File: config.mk
export PLATFORM = sky130hd
export DESIGN_NAME = line_draw_arbiter
export DESIGN_NICKNAME = d
export VERILOG_FILES = /design/src/rtl/line_draw_pkg.sv /design/src/rtl/line_stepper.sv /design/src/rtl/line_draw_arbiter.sv
export SDC_FILE = /design/constraint.sdc
export NUM_CORES = 1
export LEC_CHECK = 0
export BUFFER_PORTS_ARGS = -buffer_cell sky130_fd_sc_hd__buf_2
export CELL_PAD_IN_SITES_DETAIL_PLACEMENT = 1
export CELL_PAD_IN_SITES_GLOBAL_PLACEMENT = 2
export CORE_MARGIN = 1.5
export CORE_UTILIZATION = 27
export CTS_CLUSTER_DIAMETER = 80
export DETAILED_ROUTE_END_ITERATION = 10
export GPL_TIMING_DRIVEN = 0
export PLACE_DENSITY = 0.76
export SYNTH_ARGS = -nofsm -noshare
export SYNTH_HDL_FRONTEND = slang
export SYNTH_SLANG_ARGS = --single-unit
File: constraint.sdc
create_clock -name clk_in -period 4.4 [get_ports clk_in]
set_input_delay 0.44 -clock clk_in [delete_from_list [all_inputs] [get_ports clk_in]]
set_output_delay 0.44 -clock clk_in [all_outputs]
set_load 0.05 [all_outputs]
File: src/rtl/line_draw_pkg.sv
// Shared types and widths for the line-draw arbiter and its Bresenham stepper.
package line_draw_pkg;

    localparam int H_W     = 11;
    localparam int V_W     = 10;
    localparam int ERR_W   = 13;
    localparam int COLOR_W = 24;

    typedef enum logic [1:0] {
        IDLE  = 2'd0,
        SETUP = 2'd1,
        DRAW  = 2'd2,
        DONE  = 2'd3
    } state_e;

    typedef struct packed {
        logic [H_W-1:0]     x1;
        logic [V_W-1:0]     y1;
        logic [H_W-1:0]     x2;
        logic [V_W-1:0]     y2;
        logic [COLOR_W-1:0] color;
    } seg_t;

    function automatic logic signed [ERR_W-1:0] abs_err(input logic signed [ERR_W-1:0] d);
        return (d < 0) ? -d : d;
    endfunction

endpackage

File: src/rtl/line_stepper.sv
// Bresenham stepper: load computes deltas/direction/error, each step advances one pixel.
module line_stepper
    import line_draw_pkg::*;
(
    input  logic           clk_in,
    input  logic           rst_n_in,
    input  logic           load_in,
    input  logic           step_in,
    input  logic [H_W-1:0] x1_in,
    input  logic [V_W-1:0] y1_in,
    input  logic [H_W-1:0] x2_in,
    input  logic [V_W-1:0] y2_in,
    output logic [H_W-1:0] x_out,
    output logic [V_W-1:0] y_out,
    output logic           last_out
);

    logic [H_W-1:0]          x_q, x_d;
    logic [V_W-1:0]          y_q, y_d;
    logic signed [ERR_W-1:0] err_q, err_d;
    logic signed [ERR_W-1:0] dx_q, dx_d;
    logic signed [ERR_W-1:0] dy_q, dy_d;
    logic                    sx_neg_q, sx_neg_d;
    logic                    sy_neg_q, sy_neg_d;

    logic signed [ERR_W-1:0] diff_x, diff_y, abs_x, abs_y;
    logic signed [ERR_W:0]   e2;
    logic                    step_x, step_y;

    always_comb begin
        diff_x = $signed({2'b00, x2_in}) - $signed({2'b00, x1_in});
        diff_y = $signed({3'b000, y2_in}) - $signed({3'b000, y1_in});
        abs_x  = abs_err(diff_x);
        abs_y  = abs_err(diff_y);
        // Error doubled into one extra bit so the comparisons cannot overflow.
        e2     = $signed({err_q, 1'b0});
        step_x = e2 >= $signed({dy_q[ERR_W-1], dy_q});
        step_y = e2 <= $signed({dx_q[ERR_W-1], dx_q});

        x_d      = x_q;
        y_d      = y_q;
        err_d    = err_q;
        dx_d     = dx_q;
        dy_d     = dy_q;
        sx_neg_d = sx_neg_q;
        sy_neg_d = sy_neg_q;

        if (load_in) begin
            x_d      = x1_in;
            y_d      = y1_in;
            dx_d     = abs_x;
            dy_d     = -abs_y;
            err_d    = abs_x - abs_y;
            sx_neg_d = diff_x < 0;
            sy_neg_d = diff_y < 0;
        end else if (step_in) begin
            err_d = err_q + (step_x ? dy_q : '0) + (step_y ? dx_q : '0);
            if (step_x) x_d = sx_neg_q ? x_q - 1'b1 : x_q + 1'b1;
            if (step_y) y_d = sy_neg_q ? y_q - 1'b1 : y_q + 1'b1;
        end
    end

    always_ff @(posedge clk_in or negedge rst_n_in) begin
        if (!rst_n_in) begin
            x_q      <= '0;
            y_q      <= '0;
            err_q    <= '0;
            dx_q     <= '0;
            dy_q     <= '0;
            sx_neg_q <= 1'b0;
            sy_neg_q <= 1'b0;
        end else begin
            x_q      <= x_d;
            y_q      <= y_d;
            err_q    <= err_d;
            dx_q     <= dx_d;
            dy_q     <= dy_d;
            sx_neg_q <= sx_neg_d;
            sy_neg_q <= sy_neg_d;
        end
    end

    assign x_out    = x_q;
    assign y_out    = y_q;
    assign last_out = (x_q == x2_in) && (y_q == y2_in);

endmodule

File: src/rtl/line_draw_arbiter.sv
// Round-robin arbiter sharing one line stepper among NUM_REQ segment sources.
// Optional screen clipping is enabled with LINE_DRAW_ARBITER_CLIP_EN.
module line_draw_arbiter
    import line_draw_pkg::*;
#(
    parameter int unsigned NUM_REQ  = 4,
    parameter int unsigned H_ACTIVE = 1280,
    parameter int unsigned V_ACTIVE = 720,
    localparam int unsigned ID_W    = $clog2(NUM_REQ)
) (
    input  logic                       clk_in,
    input  logic                       rst_n_in,
    input  logic [NUM_REQ-1:0]         req_valid_in,
    output logic [NUM_REQ-1:0]         req_ready_out,
    input  logic [NUM_REQ*H_W-1:0]     req_x1_in,
    input  logic [NUM_REQ*H_W-1:0]     req_x2_in,
    input  logic [NUM_REQ*V_W-1:0]     req_y1_in,
    input  logic [NUM_REQ*V_W-1:0]     req_y2_in,
    input  logic [NUM_REQ*COLOR_W-1:0] req_color_in,
    output logic                       pix_valid_out,
    input  logic                       pix_ready_in,
    output logic [H_W-1:0]             pix_x_out,
    output logic [V_W-1:0]             pix_y_out,
    output logic [COLOR_W-1:0]         pix_color_out,
    output logic [ID_W-1:0]            pix_id_out,
    output logic                       pix_last_out,
    output logic                       done_out,
    output logic [ID_W-1:0]            done_id_out,
    output logic                       busy_out
);

    state_e          state_q, state_d;
    seg_t            seg_q, seg_d;
    logic [ID_W-1:0] id_q, id_d;
    logic [ID_W-1:0] ptr_q, ptr_d;

    logic [ID_W-1:0] cand, gnt_idx;
    logic            gnt_found;
    logic            load, step, last, visible, advance;

    // First valid requester after the pointer, wrapping around.
    always_comb begin
        cand      = '0;
        gnt_idx   = '0;
        gnt_found = 1'b0;
        for (int unsigned i = 1; i <= NUM_REQ; i++) begin
            cand = ID_W'((32'(ptr_q) + i) % NUM_REQ);
            if (!gnt_found && req_valid_in[cand]) begin
                gnt_found = 1'b1;
                gnt_idx   = cand;
            end
        end
    end

`ifdef LINE_DRAW_ARBITER_CLIP_EN
    assign visible = (32'(pix_x_out) < H_ACTIVE) && (32'(pix_y_out) < V_ACTIVE);
`else
    logic unused_clip;
    assign unused_clip = ^{H_ACTIVE, V_ACTIVE};
    assign visible     = 1'b1;
`endif

    // Hidden pixels step without waiting for the framebuffer.
    assign advance = (state_q == DRAW) && (!visible || pix_ready_in);

    always_comb begin
        state_d = state_q;
        seg_d   = seg_q;
        id_d    = id_q;
        ptr_d   = ptr_q;
        load    = 1'b0;
        step    = 1'b0;
        case (state_q)
            IDLE: begin
                if (gnt_found) begin
                    seg_d.x1    = req_x1_in[H_W*gnt_idx +: H_W];
                    seg_d.y1    = req_y1_in[V_W*gnt_idx +: V_W];
                    seg_d.x2    = req_x2_in[H_W*gnt_idx +: H_W];
                    seg_d.y2    = req_y2_in[V_W*gnt_idx +: V_W];
                    seg_d.color = req_color_in[COLOR_W*gnt_idx +: COLOR_W];
                    id_d        = gnt_idx;
                    ptr_d       = gnt_idx;
                    state_d     = SETUP;
                end
            end
            SETUP: begin
                load    = 1'b1;
                state_d = DRAW;
            end
            DRAW: begin
                if (advance) begin
                    if (last) state_d = DONE;
                    else      step    = 1'b1;
                end
            end
            DONE:    state_d = IDLE;
            default: state_d = IDLE;
        endcase
    end

    always_ff @(posedge clk_in or negedge rst_n_in) begin
        if (!rst_n_in) begin
            state_q <= IDLE;
            seg_q   <= '0;
            id_q    <= '0;
            ptr_q   <= ID_W'(NUM_REQ - 1);
        end else begin
            state_q <= state_d;
            seg_q   <= seg_d;
            id_q    <= id_d;
            ptr_q   <= ptr_d;
        end
    end

    line_stepper u_stepper (
        .clk_in   (clk_in),
        .rst_n_in (rst_n_in),
        .load_in  (load),
        .step_in  (step),
        .x1_in    (seg_q.x1),
        .y1_in    (seg_q.y1),
        .x2_in    (seg_q.x2),
        .y2_in    (seg_q.y2),
        .x_out    (pix_x_out),
        .y_out    (pix_y_out),
        .last_out (last)
    );

    assign req_ready_out = (state_q == IDLE && gnt_found) ? (NUM_REQ'(1) << gnt_idx) : '0;
    assign pix_valid_out = (state_q == DRAW) && visible;
    assign pix_last_out  = (state_q == DRAW) && visible && last;
    assign pix_color_out = seg_q.color;
    assign pix_id_out    = id_q;
    assign done_out      = (state_q == DONE);
    assign done_id_out   = id_q;
    assign busy_out      = (state_q != IDLE);

endmodule

==> metrics.txt <==
Synthesized Nets=2,051; final WL=54,130 um; RePlAce Congestion=0.8674; Worst Slack Setup Final=-0.1371 ns; CP arrival=4.82 ns; FF+latch count, synth=134; Starting DRT DRC Count=661; critical-path maximum fanout=8; Final min period=4.537 ns; first-pass GRT wire length=82,580 um; critical path class=reg2reg; CP startpoint kind=flip-flop; Synth async-reset ratio=100.0%; pin count of the biggest net entering global routing=76; nets@finish=2,439; Skew-Pair Late Insertion Delay=0.44 ns; Met2 Routed Length=28,520 um; Cell variety after synth=79; Num CTS Buffers=17; Core Util, Final=35.55%; final setup vio count=1; TritonCTS clock tree=yes; Reg clk slew, reported paths=0.07 ns; Post-DP HPWL=44,590 um; most common cell after layout, fill and taps aside=nand2_1; type of the worst min-delay path=in2async; Synth-to-Final Area Change=30.30%; CP Buf/Inv Count=3; hold buffer count at cts=0; CP delay by family, top=compound AO/OA/AOI/OAI gates; vias in the first global route=14,180; status=complete, but fails checks; standard-cell rows=78; Die Ht=216.9 um; total of max-cap violations=0; wl on met1=22,150 um; clock buffer depth=2; slew at the pin with the worst max-slew slack=1.229 ns; Remaining DRCs=0; count of pins over their slew limit=0; fmax=0.2204 GHz; Syn. warnings=0; most frequent cells in the layout=nand2_1 (467), buf_2 (329), o21ai_0 (160); EDFF count, synth=0; dominant synthesized flop cell=dfrtp_1; Avg WL per Cell=20.23 um; Clock Sinks=134; CP endpoint kind=flip-flop; htree depth=4; worst endpoint required time=4.68 ns; final worst path period share=103.1%; relative slew slack=17.30%; Pre-Repair DR Iteration Count=5; final hold violation count=9; ratio of cells with drive above 1 in the final layout=25.87%; Seq/Total Area, Yosys=27.16%; Highest Signal Layer=met5; Die W=216.9 um; CP max stage delay=0.39 ns; Avg Cell Area, Syn=7.410 um^2; via count=13,160; antenna violations before repair=13; Root Buffer Master=clkbuf_16; clk_skew=0.01312 ns; crit path max-delay cell type=dfrtp_1; grt total ovfl=0; die area=47,040 um^2; failing checks=negative hold slack, negative setup slack; metal3 WL=2310 um; GRT Overall Usage=22.97%; initial core utilization=27.28%; Post-Syn Area=12,350 um^2; Antenna Nets Post-Route=0; hold slack=-0.01901 ns; CP cell instances=inv_2 -> ha_4 -> nor2b_4 -> o21a_1 -> o31a_1 -> o211ai_1 -> o211ai_1 -> o31a_1 -> buf_8 -> o21ai_4 -> inv_1 -> ha_1 -> nor2b_4 -> o21a_1 -> o21a_1 -> o211ai_1 -> nand2_1 -> a41o_1 -> o41ai_2 -> xor2_1 -> a22oi_1; RSZ-0062 raised after global routing=yes; vias per cell=4.920; I/O pin count=328; Buffers on Ports=327; CORE AREA=45,280 um^2; Synth Instances=1,667
-- cell families after synthesis --
family                     synth area share (%)
AOI/OAI and AO/OA                         17.52
and+or+nand+nor                           24.96
other                                   0.03036
adders and majority gates                 12.54
buffers and inverters                     7.667
muxes                                     3.403
xor gates and xnor gates                  6.715
DFF                                       27.17
-- sequential cells by signal, summed over array words and instances, names as in the netlist, 10 cells and up --
signal,flops
pix_color_out,24
seg_q,42
u_stepper.x_out,11
u_stepper.y_out,10
u_stepper.dx_q,13
u_stepper.dy_q,13
u_stepper.err_q,13
-- routing by layer --
layer | GRT usage (%) | up-vias
met5 | 0 | -
met4 | 5.880 | 12
met3 | 4.081 | 59
met2 | 43.54 | 291
met1 | 26.31 | 6406
li1 | - | 6392
-- layout make-up --
class	count	area, um^2
flip-flops and latches	134	3359
plain buffers	109	578.1
clock buffers	17	425.4
fillers	5722	29190
inverters	111	416.7
repair buffers	369	1978
well taps	600	750.7
multi-input cells	1313	8402
diodes	7	17.52
clock inverters	15	168.9
-- path summary, 6_finish.rpt --
kind / from / endpoint / slack (ns) / cells past startpoint
min in group clk_in: req_x1_in[19] / seg_q[63]$_DFFE_PN0P_ / 0.35 / 5
max reg2reg: seg_q[56]$_DFFE_PN0P_ / u_stepper.err_q[11]$_DFFE_PN0P_ / -0.14 / 21
max in group asynchronous: rst_n_in / ptr_q[0]$_DFFE_PN1P_ / 3.54 / 2
min reg2reg: pix_color_out[4]$_DFFE_PN0P_ / pix_color_out[4]$_DFFE_PN0P_ / 0.48 / 2
min: rst_n_in / u_stepper.err_q[6]$_DFFE_PN0P_ / -0.02 / 1
max: seg_q[56]$_DFFE_PN0P_ / u_stepper.err_q[11]$_DFFE_PN0P_ / -0.14 / 21
-- per-stage QoR --
stage / hold WS, ns / cell area (um^2) / instances / TNS (ns) / setup WS (ns)
after floorplan: 0.1444 / 12350 / 1667 / 0 / 0.02113
after global placement: 0.4635 / 14740 / 2594 / -5.297 / -0.8961
after detailed placement: 0.4731 / 14770 / 2595 / -6.195 / -0.9789
after CTS: 0.01841 / 15830 / 2655 / -0.1875 / -0.1724
after global routing: 0.02774 / 16090 / 2673 / -1.339 / -0.3689
final: -0.01901 / 16100 / 2675 / -0.1371 / -0.1371
-- cell usage after synthesis, drive strengths merged, types with 5 or more instances --
| master | number | share of area (%) |
|---|---|---|
| clkbuf | 70 | 2.1 |
| nand2 | 470 | 14 |
| a21o | 17 | 1.0 |
| o211ai | 32 | 1.9 |
| o21ai | 170 | 6.9 |
| mux2i | 24 | 1.9 |
| nor3 | 24 | 0.97 |
| mux2 | 16 | 1.5 |
| nor2b | 16 | 0.89 |
| and2 | 11 | 0.56 |
| fa | 18 | 2.9 |
| nor2 | 52 | 1.6 |
| or3 | 12 | 0.61 |
| a31oi | 13 | 0.66 |
| and3 | 8 | 0.41 |
| xnor2 | 42 | 3.0 |
| nand4 | 7 | 0.35 |
| nand2b | 10 | 0.51 |
| o21a | 13 | 0.79 |
| inv | 110 | 3.3 |
| ha | 95 | 9.6 |
| buf | 39 | 2.2 |
| xor2 | 48 | 3.6 |
| dfrtp | 132 | 27 |
| a21oi | 60 | 2.5 |
| nor4 | 11 | 0.68 |
| nand3 | 84 | 3.4 |
| or2 | 5 | 0.25 |
-- repair_timing --
item                                   CTS  global route
endpoints found under the hold margin    0             0
pin swaps                               37            43
setup endpoints to repair               13             8
resized for setup                       63            31
gates cloned                             0             0
setup buffers                           28            14
Power is not shown: default switching activity piles up to over one toggle a cycle in this logic, so the estimate is an artifact.
